==> src/rtl/ofmd_stream_out.sv <==
// rtl/ofmd_stream_out.sv - streams one OFMD frame from memory onto a ready/valid output
module ofmd_stream_out #(
  parameter int WIDTH      = 6,
  parameter int DATA_W     = 16,
  parameter int OFMD1_SIZE = 36,
  parameter int OFMD2_SIZE = 16
) (
  input  logic              clk,
  input  logic              rst,
  input  logic              start,
  input  logic              is_5x5,
  output logic              mem_rd_en,
  output logic [WIDTH-1:0]  mem_rd_addr,
  input  logic [DATA_W-1:0] mem_rd_data,
  output logic              out_valid,
  input  logic              out_ready,
  output logic [DATA_W-1:0] out_data,
  output logic              out_last,
  output logic              busy,
  output logic              done
);

  typedef enum logic [1:0] {IDLE, RUN, DRAIN, DONE} state_t;

  state_t             state;
  logic [WIDTH-1:0]   issue_cnt;
  logic [WIDTH-1:0]   out_cnt;
  logic [WIDTH-1:0]   last_idx;
  logic               inflight;
  logic [1:0]         count;
  logic [DATA_W-1:0]  fifo_mem [2];
  logic               wr_ptr;
  logic               rd_ptr;
  logic               pop;

  assign out_valid = (count != 2'd0);
  assign pop       = out_valid & out_ready;

  // Issue only while the two-entry buffer is guaranteed room for the returning word:
  // count + inflight - pop < 2, rearranged to avoid an unsigned underflow.
  assign mem_rd_en   = (state == RUN) &&
                       (({1'b0, count} + {2'b00, inflight}) < (3'd2 + {2'b00, pop}));
  assign mem_rd_addr = mem_rd_en ? issue_cnt : '0;

  assign out_data = out_valid ? fifo_mem[rd_ptr] : '0;
  assign out_last = out_valid && (out_cnt == last_idx);
  assign busy     = (state == RUN) || (state == DRAIN);
  assign done     = (state == DONE);

  // Frame sequencing: frame size latch, read issue counter and output beat counter
  always_ff @(posedge clk or posedge rst) begin
    if (rst) begin
      state     <= IDLE;
      issue_cnt <= '0;
      out_cnt   <= '0;
      last_idx  <= '0;
    end else begin
      if (pop) begin
        out_cnt <= out_cnt + 1'b1;
      end
      case (state)
        IDLE: begin
          if (start) begin
            last_idx  <= is_5x5 ? WIDTH'(OFMD2_SIZE - 1) : WIDTH'(OFMD1_SIZE - 1);
            issue_cnt <= '0;
            out_cnt   <= '0;
            state     <= RUN;
          end
        end
        RUN: begin
          if (mem_rd_en) begin
            issue_cnt <= issue_cnt + 1'b1;
            if (issue_cnt == last_idx) begin
              state <= DRAIN;
            end
          end
        end
        DRAIN: begin
          if (pop && out_last) begin
            state <= DONE;
          end
        end
        DONE: begin
          state <= IDLE;
        end
        default: state <= IDLE;
      endcase
    end
  end

  // Two-entry buffer: capture read data one cycle after the strobe, pop on handshake
  always_ff @(posedge clk or posedge rst) begin
    if (rst) begin
      inflight    <= 1'b0;
      count       <= 2'd0;
      wr_ptr      <= 1'b0;
      rd_ptr      <= 1'b0;
      fifo_mem[0] <= '0;
      fifo_mem[1] <= '0;
    end else begin
      inflight <= mem_rd_en;
      if (inflight) begin
        fifo_mem[wr_ptr] <= mem_rd_data;
        wr_ptr           <= ~wr_ptr;
      end
      if (pop) begin
        rd_ptr <= ~rd_ptr;
      end
      count <= count + {1'b0, inflight} - {1'b0, pop};
    end
  end

endmodule

==> config.mk <==
export PLATFORM = sky130hd
export DESIGN_NAME = ofmd_stream_out
export DESIGN_NICKNAME = d
export VERILOG_FILES = /design/src/rtl/ofmd_stream_out.sv
export SDC_FILE = /design/constraint.sdc
export NUM_CORES = 1
export LEC_CHECK = 0
export CORE_MARGIN = 2
export CORE_UTILIZATION = 35
export CTS_CLUSTER_DIAMETER = 100
export DETAILED_ROUTE_END_ITERATION = 8
export GPL_ROUTABILITY_DRIVEN = 0
export PLACE_DENSITY = 0.68
export SLEW_MARGIN = 20
export SYNTH_ARGS = -nofsm -noshare
export SYNTH_HDL_FRONTEND = slang
export SYNTH_SLANG_ARGS = --single-unit
==> constraint.sdc <==
create_clock -name clk -period 2.2 [get_ports clk]
set_input_delay 0.55 -clock clk [delete_from_list [all_inputs] [get_ports clk]]
set_output_delay 0.55 -clock clk [all_outputs]
set_load 0.02 [all_outputs]
==> out/metrics.yaml, run 1 <==
hold_path:
  hold_path_startpoint: "wr_ptr$_DFFE_PP0P_"
  min_path_type: "flop to flop"
  worstHoldPathCells: 1
  holdPathEnd: "wr_ptr$_DFFE_PP0P_"
sta:
  min_period_ns: 2.43
  slew_headroom_pct: 70.0
  setup_viol_count_final: 7
  finalCritPeriodShare_pct: 110
  final.setup.worst_slack_ns: -0.226
  timing.final.hold_violations: 0
  grt_setup_unrepaired: "yes"
  fmax_mhz: 412
  worst_margin_slew_ns: 0.450
  totalNegativeSetupSlack_ns: -1.46
  finalMaxSlewViolations: 0
  fin_worst_skew_ns: 0.00589
floorplan:
  i_o_pin_total: 48
  die_w_um: 92.0
  fp.coreArea_sq_um: 7610
  dieArea_sq_um: 8470
  start_util_pct: 35.7
  die-height_um: 92.0
  rows: 32
power:
  leakagePower_nw: 1.74
  worst_ir_drop_on_vdd_mv: 0.753
  power_density_nw_per_um2: 1490
clocking:
  cts_tree: "done"
  number_of_cts_inserted_buffers: 5
  clock-root-buffer: "sky130_fd_sc_hd__clkbuf_8"
  worst_setup_hold_path_clk_slew_ns: 0.10
  worst_skew_pair.late_latency_ns: 0.31
  cts.path.max_buffers: 2
  clock_sink_count: 54
  post_cts_hold_buffer_count: 0
  depth_of_the_cts_h_tree: 2
synthesis:
  syn_inst: 239
  synth_cell_type_count: 37
  yosys-mux-area-fraction_pct: 20.3
  synth-warning-count: 0
  mean_instance_size_in_the_synthesized_netlist_sq_um: 11.3
  synth_compound_gate_area_share_pct: 6.13
  post_synth_instance_area_sq_um: 2710
  seq_area_frac_synth_pct: 49.8
  yosys.area_share.adder_pct: 5.07
  synth_seq_cells: 54
  synth-xor-area-share_pct: 3.55
  synth_top_family_by_area: "multiplexers"
  synthesis.nets: 271
  yosys.area_share.simple_pct: 12.7
worst_setup_path:
  path_delay_family: "adder cells"
  arrival_ns: 1.88
  critical_path.endpoint_type: "primary output"
  crit_fanout: 5
  worst-setup-path-type: "flop to primary output"
  setup.worst_path.start_class: "flop"
  r2r_end: "state[1]$_DFFE_PP0P_"
  count_of_cells_along_the_worst_register_to_register_path: 8
  critical_path.startpoint: "count[0]$_DFF_PP0_"
  critical_path.max_stage_delay_ns: 0.39
  crit_chain: "ha_2 > ha_4 > o21a_1 > nor3_4 > buf_6 > and2_4 > buf_6"
  cp_slowest_cell: "sky130_fd_sc_hd__dfrtp_1"
  rr_startpoint: "state[0]$_DFFE_PP0P_"
  slack_of_the_worst_reg_to_reg_path_ns: 0.21
  critPathMostFrequentCell: "sky130_fd_sc_hd__buf_6"
  worst_ep_required_time_ns: 1.65
  critical_path.n_buffers_inverters: 2
cells_and_area:
  layout-drive-gt1-share_pct: 33.0
  antenna_cells: 0
  layout.filler_cells: 728
  multi_input_comb_area_sq_um: 1360
  area_growth_from_synthesis_to_final_layout_pct: 39.5
  fin_nets: 358
  final_instance_count_excl_fillers: 429
  area.sequential_sq_um: 1350
placement:
  dp.final_hpwl_um: 4110
  place.port_buffers: 47
  placed_cells_incl_taps: 415
grt:
  grt.total_usage_pct: 14.3
  grt_start_max_net_pins: 35
  grt_pass1_wl_um: 9660
  globalRoute.totalOverflow: 0
  via_count_of_the_first_global_routing_pass: 2169
  antenna_found_initial: 0
run_status:
  status: "finished, violations left"
  violations: "setup timing"
drt:
  route.detailed.vias_per_inst: 4.76
  num_vias: 2044
  dr.first_iter.drc_count: 72
  postRouteWirelength_um: 5620
  drc_errors: 0
  dr.pass1.iters: 4
  ant_nets: 0
  wl_per_cell_um: 13.1
job:
  cap_viol_max_count: 0
## registers in the layout, summed over array words and instances (netlist names)
name / count
fifo_mem: 32
issue_cnt: 6
out_cnt: 6
last_idx: 3
count: 2
state: 2
inflight: 1
rd_ptr: 1
wr_ptr: 1
## routing by layer
metal,vias up,global-route usage [%],wire length (um)
li1,998,-,-
met1,1010,16.9,2450
met2,34,26.0,2920
met3,2,3.70,242
met4,0,2.99,14
met5,-,0,0
## cell usage in the layout, fill, tap and decap left out, types with 5 or more instances in the layout
cell | netlist | layout
sky130_fd_sc_hd__ha_1 | 11 | 9
sky130_fd_sc_hd__or3_1 | 6 | 6
sky130_fd_sc_hd__nor2_1 | 28 | 27
sky130_fd_sc_hd__xor2_1 | 7 | 7
sky130_fd_sc_hd__nand2_1 | 13 | 13
sky130_fd_sc_hd__buf_6 | 0 | 10
sky130_fd_sc_hd__mux2_2 | 32 | 32
sky130_fd_sc_hd__buf_4 | 0 | 35
sky130_fd_sc_hd__inv_1 | 9 | 8
sky130_fd_sc_hd__mux2i_1 | 18 | 18
sky130_fd_sc_hd__clkbuf_8 | 0 | 5
sky130_fd_sc_hd__dfrtp_1 | 54 | 54
sky130_fd_sc_hd__and2_4 | 0 | 6
sky130_fd_sc_hd__dlygate4sd2_1 | 0 | 16
sky130_fd_sc_hd__clkdlybuf4s50_1 | 0 | 20
sky130_fd_sc_hd__nand3_1 | 9 | 9
## how the worst max path moves through the flow
stage / slack (ns) / end / cells after the start
finish: -0.23 / mem_rd_addr[3] / 7
global route: -0.31 / mem_rd_addr[3] / 7
CTS: -0.21 / mem_rd_addr[3] / 7
detailed placement: -0.74 / mem_rd_addr[3] / 7
global placement: -0.72 / mem_rd_addr[4] / 7
floorplan: 0.02 / mem_rd_addr[0] / 5
## metrics by stage
step	hold WS (ns)	total power, mW	utilization [%]	worst slack, ns	cell area [sq um]
floorplan	0.454	3.67	-	0.0249	2750
global placement	0.468	4.97	47.4	-0.723	3600
detailed placement	0.480	5.05	47.4	-0.741	3600
CTS	0.496	5.63	49.2	-0.211	3740
global route	0.525	6.11	49.8	-0.306	3780
finish	0.490	5.65	49.8	-0.226	3780
## cells by family (layout without fill, tap and decap cells)
logic type | Yosys count | in the layout
simple gates | 73 | 73
flops | 54 | 54
mux | 51 | 51
compound gates | 23 | 23
buf+inv | 16 | 104
fa+ha+maj | 11 | 11
xor+xnor | 11 | 11
## timing repair
| item | 4_1_cts | 5_1_grt |
|---|---|---|
| endpoints found under the setup margin | 26 | 25 |
| setup buffers | 2 | 4 |
| pin swaps | 4 | 1 |
| hold endpoints to repair | 0 | 0 |
| gates cloned | 0 | 0 |
| resized for setup | 74 | 6 |
## power by group
group          switching [mW]  internal [mW]  leakage, nW
sequential              0.257           1.44        0.651
combinational            1.58           1.69         1.03
clock                   0.337          0.347       0.0591
## Yosys cell counts
cell type,count,share of area (%)
sky130_fd_sc_hd__a21boi_0,1,0.28
sky130_fd_sc_hd__a21oi_1,5,0.92
sky130_fd_sc_hd__a21oi_2,1,0.32
sky130_fd_sc_hd__a22oi_1,2,0.55
sky130_fd_sc_hd__a31oi_1,2,0.46
sky130_fd_sc_hd__and2_1,7,1.6
sky130_fd_sc_hd__and3_1,1,0.23
sky130_fd_sc_hd__buf_2,3,0.55
sky130_fd_sc_hd__clkbuf_1,4,0.55
sky130_fd_sc_hd__dfrtp_1,54,50
sky130_fd_sc_hd__ha_1,11,5.1
sky130_fd_sc_hd__inv_1,9,1.2
sky130_fd_sc_hd__mux2_1,1,0.42
sky130_fd_sc_hd__mux2_2,32,13
sky130_fd_sc_hd__mux2i_1,18,6.6
sky130_fd_sc_hd__nand2_1,13,1.8
sky130_fd_sc_hd__nand2b_1,2,0.46
sky130_fd_sc_hd__nand2b_2,1,0.32
sky130_fd_sc_hd__nand3_1,9,1.7
sky130_fd_sc_hd__nand4_1,1,0.23
sky130_fd_sc_hd__nor2_1,28,3.9
sky130_fd_sc_hd__nor2b_1,1,0.23
sky130_fd_sc_hd__nor3_1,1,0.18
sky130_fd_sc_hd__nor4_1,1,0.23
sky130_fd_sc_hd__o211ai_1,1,0.28
sky130_fd_sc_hd__o21a_1,2,0.55
sky130_fd_sc_hd__o21ai_0,3,0.55
sky130_fd_sc_hd__o21ai_2,2,0.65
sky130_fd_sc_hd__o21ai_4,1,0.60
sky130_fd_sc_hd__o311ai_1,1,0.32
sky130_fd_sc_hd__o31ai_1,1,0.28
sky130_fd_sc_hd__o32a_1,1,0.37
sky130_fd_sc_hd__or2_1,1,0.23
sky130_fd_sc_hd__or3_1,6,1.4
sky130_fd_sc_hd__or4_1,1,0.28
sky130_fd_sc_hd__xnor2_1,4,1.3
sky130_fd_sc_hd__xor2_1,7,2.3
## area by class of cell
class                   count  share of cell area, %
clock buffers               5                   1.82
inverters                   9                  0.893
clock inverters             3                   1.26
well taps                 102                   3.37
multi-input cells         169                   35.9
repair buffers             87                   21.0
flip-flops and latches     54                   35.7
## worst register-to-register path, cell delays in order, from the launching register on
cell	delay [ns]
sky130_fd_sc_hd__dfrtp_1	0.40
sky130_fd_sc_hd__buf_4	0.14
sky130_fd_sc_hd__inv_1	0.10
sky130_fd_sc_hd__ha_1	0.25
sky130_fd_sc_hd__nor2b_1	0.25
sky130_fd_sc_hd__nor4_1	0.08
sky130_fd_sc_hd__a31oi_1	0.27
sky130_fd_sc_hd__a21oi_2	0.08
sky130_fd_sc_hd__mux2_1	0.31
Note: power is estimated with default switching activity, not from simulation.
==> run 2: changes to the inputs <==
--- a/config.mk
+++ b/config.mk
@@ -11,6 +11,7 @@
 export DETAILED_ROUTE_END_ITERATION = 8
 export GPL_ROUTABILITY_DRIVEN = 0
 export PLACE_DENSITY = 0.68
+export SKIP_CTS_REPAIR_TIMING = 1
 export SLEW_MARGIN = 20
 export SYNTH_ARGS = -nofsm -noshare
 export SYNTH_HDL_FRONTEND = slang
==> run 2 against run 1 <==
Final cell count is 0.47% lower; largest power group unchanged; first-iteration DRC count is 18% lower; final area is 1.5% higher; clock-buffer cell count stayed put; die area stayed put; sequential power hardly changed; combinational power is 2% higher; via count hardly changed; wire length is 0.12% higher; fmax is 1.0% higher; sequential share of layout area is 0.48 points lower; the run still ends with setup timing left.
==> out/metrics.yaml, run 2 (same netlist as run 1, synthesis figures left out) <==
run_status:
  status: "finished, violations left"
  violations: "setup timing"
grt:
  grt.total_usage_pct: 14.1  # -0.14 points
  globalRoute.totalOverflow: 0  # unchanged
  grt_start_max_net_pins: 35  # unchanged
  antenna_found_initial: 0  # unchanged
  via_count_of_the_first_global_routing_pass: 2126  # -2.0%
  grt_pass1_wl_um: 9560  # -1.1%
worst_setup_path:
  crit_chain: "ha_2 > ha_4 > o21a_1 > nor3_4 > buf_6 > and2_4 > buf_6"
  critical_path.max_stage_delay_ns: 0.39  # about the same
  critical_path.n_buffers_inverters: 2  # unchanged
  crit_end: "mem_rd_addr[3]"
  worst_ep_required_time_ns: 1.65  # about the same
  crit_fanout: 5  # unchanged
  worst-setup-path-type: "flop to primary output"
  critical_path.endpoint_type: "primary output"
  critPathMostFrequentCell: "sky130_fd_sc_hd__buf_6"
  path_delay_family: "adder cells"
  arrival_ns: 1.85  # -0.03 ns
  r2r_end: "state[1]$_DFFE_PP0P_"
  slack_of_the_worst_reg_to_reg_path_ns: 0.21  # about the same
  setup.worst_path.start_class: "flop"
  cp_slowest_cell: "sky130_fd_sc_hd__dfrtp_1"
  rr_startpoint: "state[0]$_DFFE_PP0P_"
  count_of_cells_along_the_worst_register_to_register_path: 8  # unchanged
  critical_path.startpoint: "count[0]$_DFF_PP0_"
  crit_cells: 7  # unchanged
power:
  power.share.clock_pct: 11.9  # -0.2 points
  overall_power_mw: 5.72  # +1.4%
  worst_ir_drop_on_vdd_mv: 0.775  # +2.9%
  power.net_switching_mw: 2.16  # -0.57%
  leakagePower_nw: 1.90  # +9.3%
  power_density_nw_per_um2: 1490  # about the same
  power.share.switching_pct: 37.8  # -0.74 points
  power_report.internal_total_mw: 3.56  # +2.6%
  pwr-share-comb_pct: 58.5  # +0.7 points
  share_seq_of_total_power_pct: 29.6  # -0.4 points
cells_and_area:
  max_flop_register: "fifo_mem"
  fin_nets: 356  # -0.56%
  reg_top3: "fifo_mem (32), issue_cnt (6), out_cnt (6)"
  layout-drive-gt1-share_pct: 32.6  # -0.41 points
  utilization_pct: 50.5  # +0.72 points
  design_area_sq_um: 3840  # +1.5%
  layout.cells.most_common_list: "sky130_fd_sc_hd__dfrtp_1, sky130_fd_sc_hd__buf_4, sky130_fd_sc_hd__mux2_2"
  multi_input_comb_area_sq_um: 1360  # unchanged
  area_growth_from_synthesis_to_final_layout_pct: 41.6
  antenna_cells: 0  # unchanged
  layout.filler_cells: 714  # -1.9%
  area.sequential_sq_um: 1350  # about the same
  layout.cells.most_common: "sky130_fd_sc_hd__dfrtp_1"
  largest_register_ffs: 32  # unchanged
drt:
  wl_per_cell_um: 13.2  # +0.59%
  drc_errors: 0  # unchanged
  dr.first_iter.drc_count: 59  # -18%
  num_vias: 2043  # -0.049%
  dr.pass1.iters: 4  # unchanged
  route.detailed.vias_per_inst: 4.78  # +0.42%
  ant_nets: 0  # unchanged
  postRouteWirelength_um: 5630  # +0.12%
sta:
  finalMaxSlewViolations: 0  # unchanged
  slew_headroom_pct: 69.8  # -0.17 points
  grt_setup_unrepaired: "yes"
  totalNegativeSetupSlack_ns: -1.30  # +0.166 ns
  fmax_mhz: 416  # +1.0%
  timing.final.hold_violations: 0  # unchanged
  finalCritPeriodShare_pct: 109  # -1.1 points
  fin_worst_skew_ns: 0.00581  # -0.0000807 ns
  final.setup.worst_slack_ns: -0.203  # +0.0239 ns
  min_period_ns: 2.40  # -0.0239 ns
  worst_margin_slew_ns: 0.452  # +0.00258 ns
  setup_viol_count_final: 7  # unchanged
floorplan:
  die_w_um: 92.0  # unchanged
  die-height_um: 92.0  # unchanged
  i_o_pin_total: 48  # unchanged
  fp.coreArea_sq_um: 7610  # unchanged
  dieArea_sq_um: 8470  # unchanged
  rows: 32  # unchanged
  start_util_pct: 35.7  # unchanged
clocking:
  worst_setup_hold_path_clk_slew_ns: 0.10  # about the same
  clock-root-buffer: "sky130_fd_sc_hd__clkbuf_8"
  worst_skew_pair.late_latency_ns: 0.31  # about the same
  cts_tree: "done"
  number_of_cts_inserted_buffers: 5  # unchanged
  cts.path.max_buffers: 2  # unchanged
  clock_sink_count: 54  # unchanged
  depth_of_the_cts_h_tree: 2  # unchanged
placement:
  place.port_buffers: 47  # unchanged
  instance_area_after_placement_sq_um: 3600  # unchanged
  dp.final_hpwl_um: 4110  # unchanged
  place_ws_ns: -0.741  # unchanged
hold_path:
  min_path_type: "flop to flop"
job:
  cap_viol_max_count: 0  # unchanged
[run 2: changes by cell type in the layout (fill, tap and decap cells not counted), sizes merged]
cell           before  now
clkdlybuf4s15       2    0
dlymetal6s2s        0   19
buf                48   46
clkbuf              6    5
dlygate4sd2        16    0
[run 2: worst min-delay path by stage]
stage / cells past startpoint / endpoint / start / slack, ns
finish: 1 / wr_ptr$_DFFE_PP0P_ / wr_ptr$_DFFE_PP0P_ / 0.49
floorplan: 1 / wr_ptr$_DFFE_PP0P_ / wr_ptr$_DFFE_PP0P_ / 0.45
global placement: 1 / wr_ptr$_DFFE_PP0P_ / wr_ptr$_DFFE_PP0P_ / 0.47
detailed placement: 1 / wr_ptr$_DFFE_PP0P_ / wr_ptr$_DFFE_PP0P_ / 0.48
CTS: 1 / wr_ptr$_DFFE_PP0P_ / wr_ptr$_DFFE_PP0P_ / 0.50
global route: 1 / wr_ptr$_DFFE_PP0P_ / wr_ptr$_DFFE_PP0P_ / 0.53
[run 2: layout make-up]
type / count / area share (%)
clock buffer: 5 / 1.79
clock inverter: 3 / 1.24
inverter: 9 / 0.880
multi-input combinational: 169 / 35.4
sequential: 54 / 35.2
tap: 102 / 3.32
timing repair buffer: 85 / 22.1
[run 2: power groups by stage]
stage                     sequential (mW)  clock [mW]  combinational [mW]
after floorplan                      1.69           0                1.98
after global placement               1.70           0                3.27
after detailed placement             1.72           0                3.32
after CTS                            1.70       0.712                3.34
after global routing                 1.75       0.755                3.69
final                                1.70       0.681                3.35
[run 2: layer usage]
layer  GRT usage [%]  up-vias  part of all wire (%)
met5               0        -                     0
met2            25.5       33                    52
li1                -      996                     -
met4            2.99        0                  0.62
met1            16.9     1010                    43
met3            3.70        4                   4.5
[run 2: per-stage QoR]
stage / std cells / hold slack, ns
floorplan: 239 / 0.454
global placement: 415 / 0.468
detailed placement: 415 / 0.480
CTS: 423 / 0.496
global route: 427 / 0.525
finish: 427 / 0.490
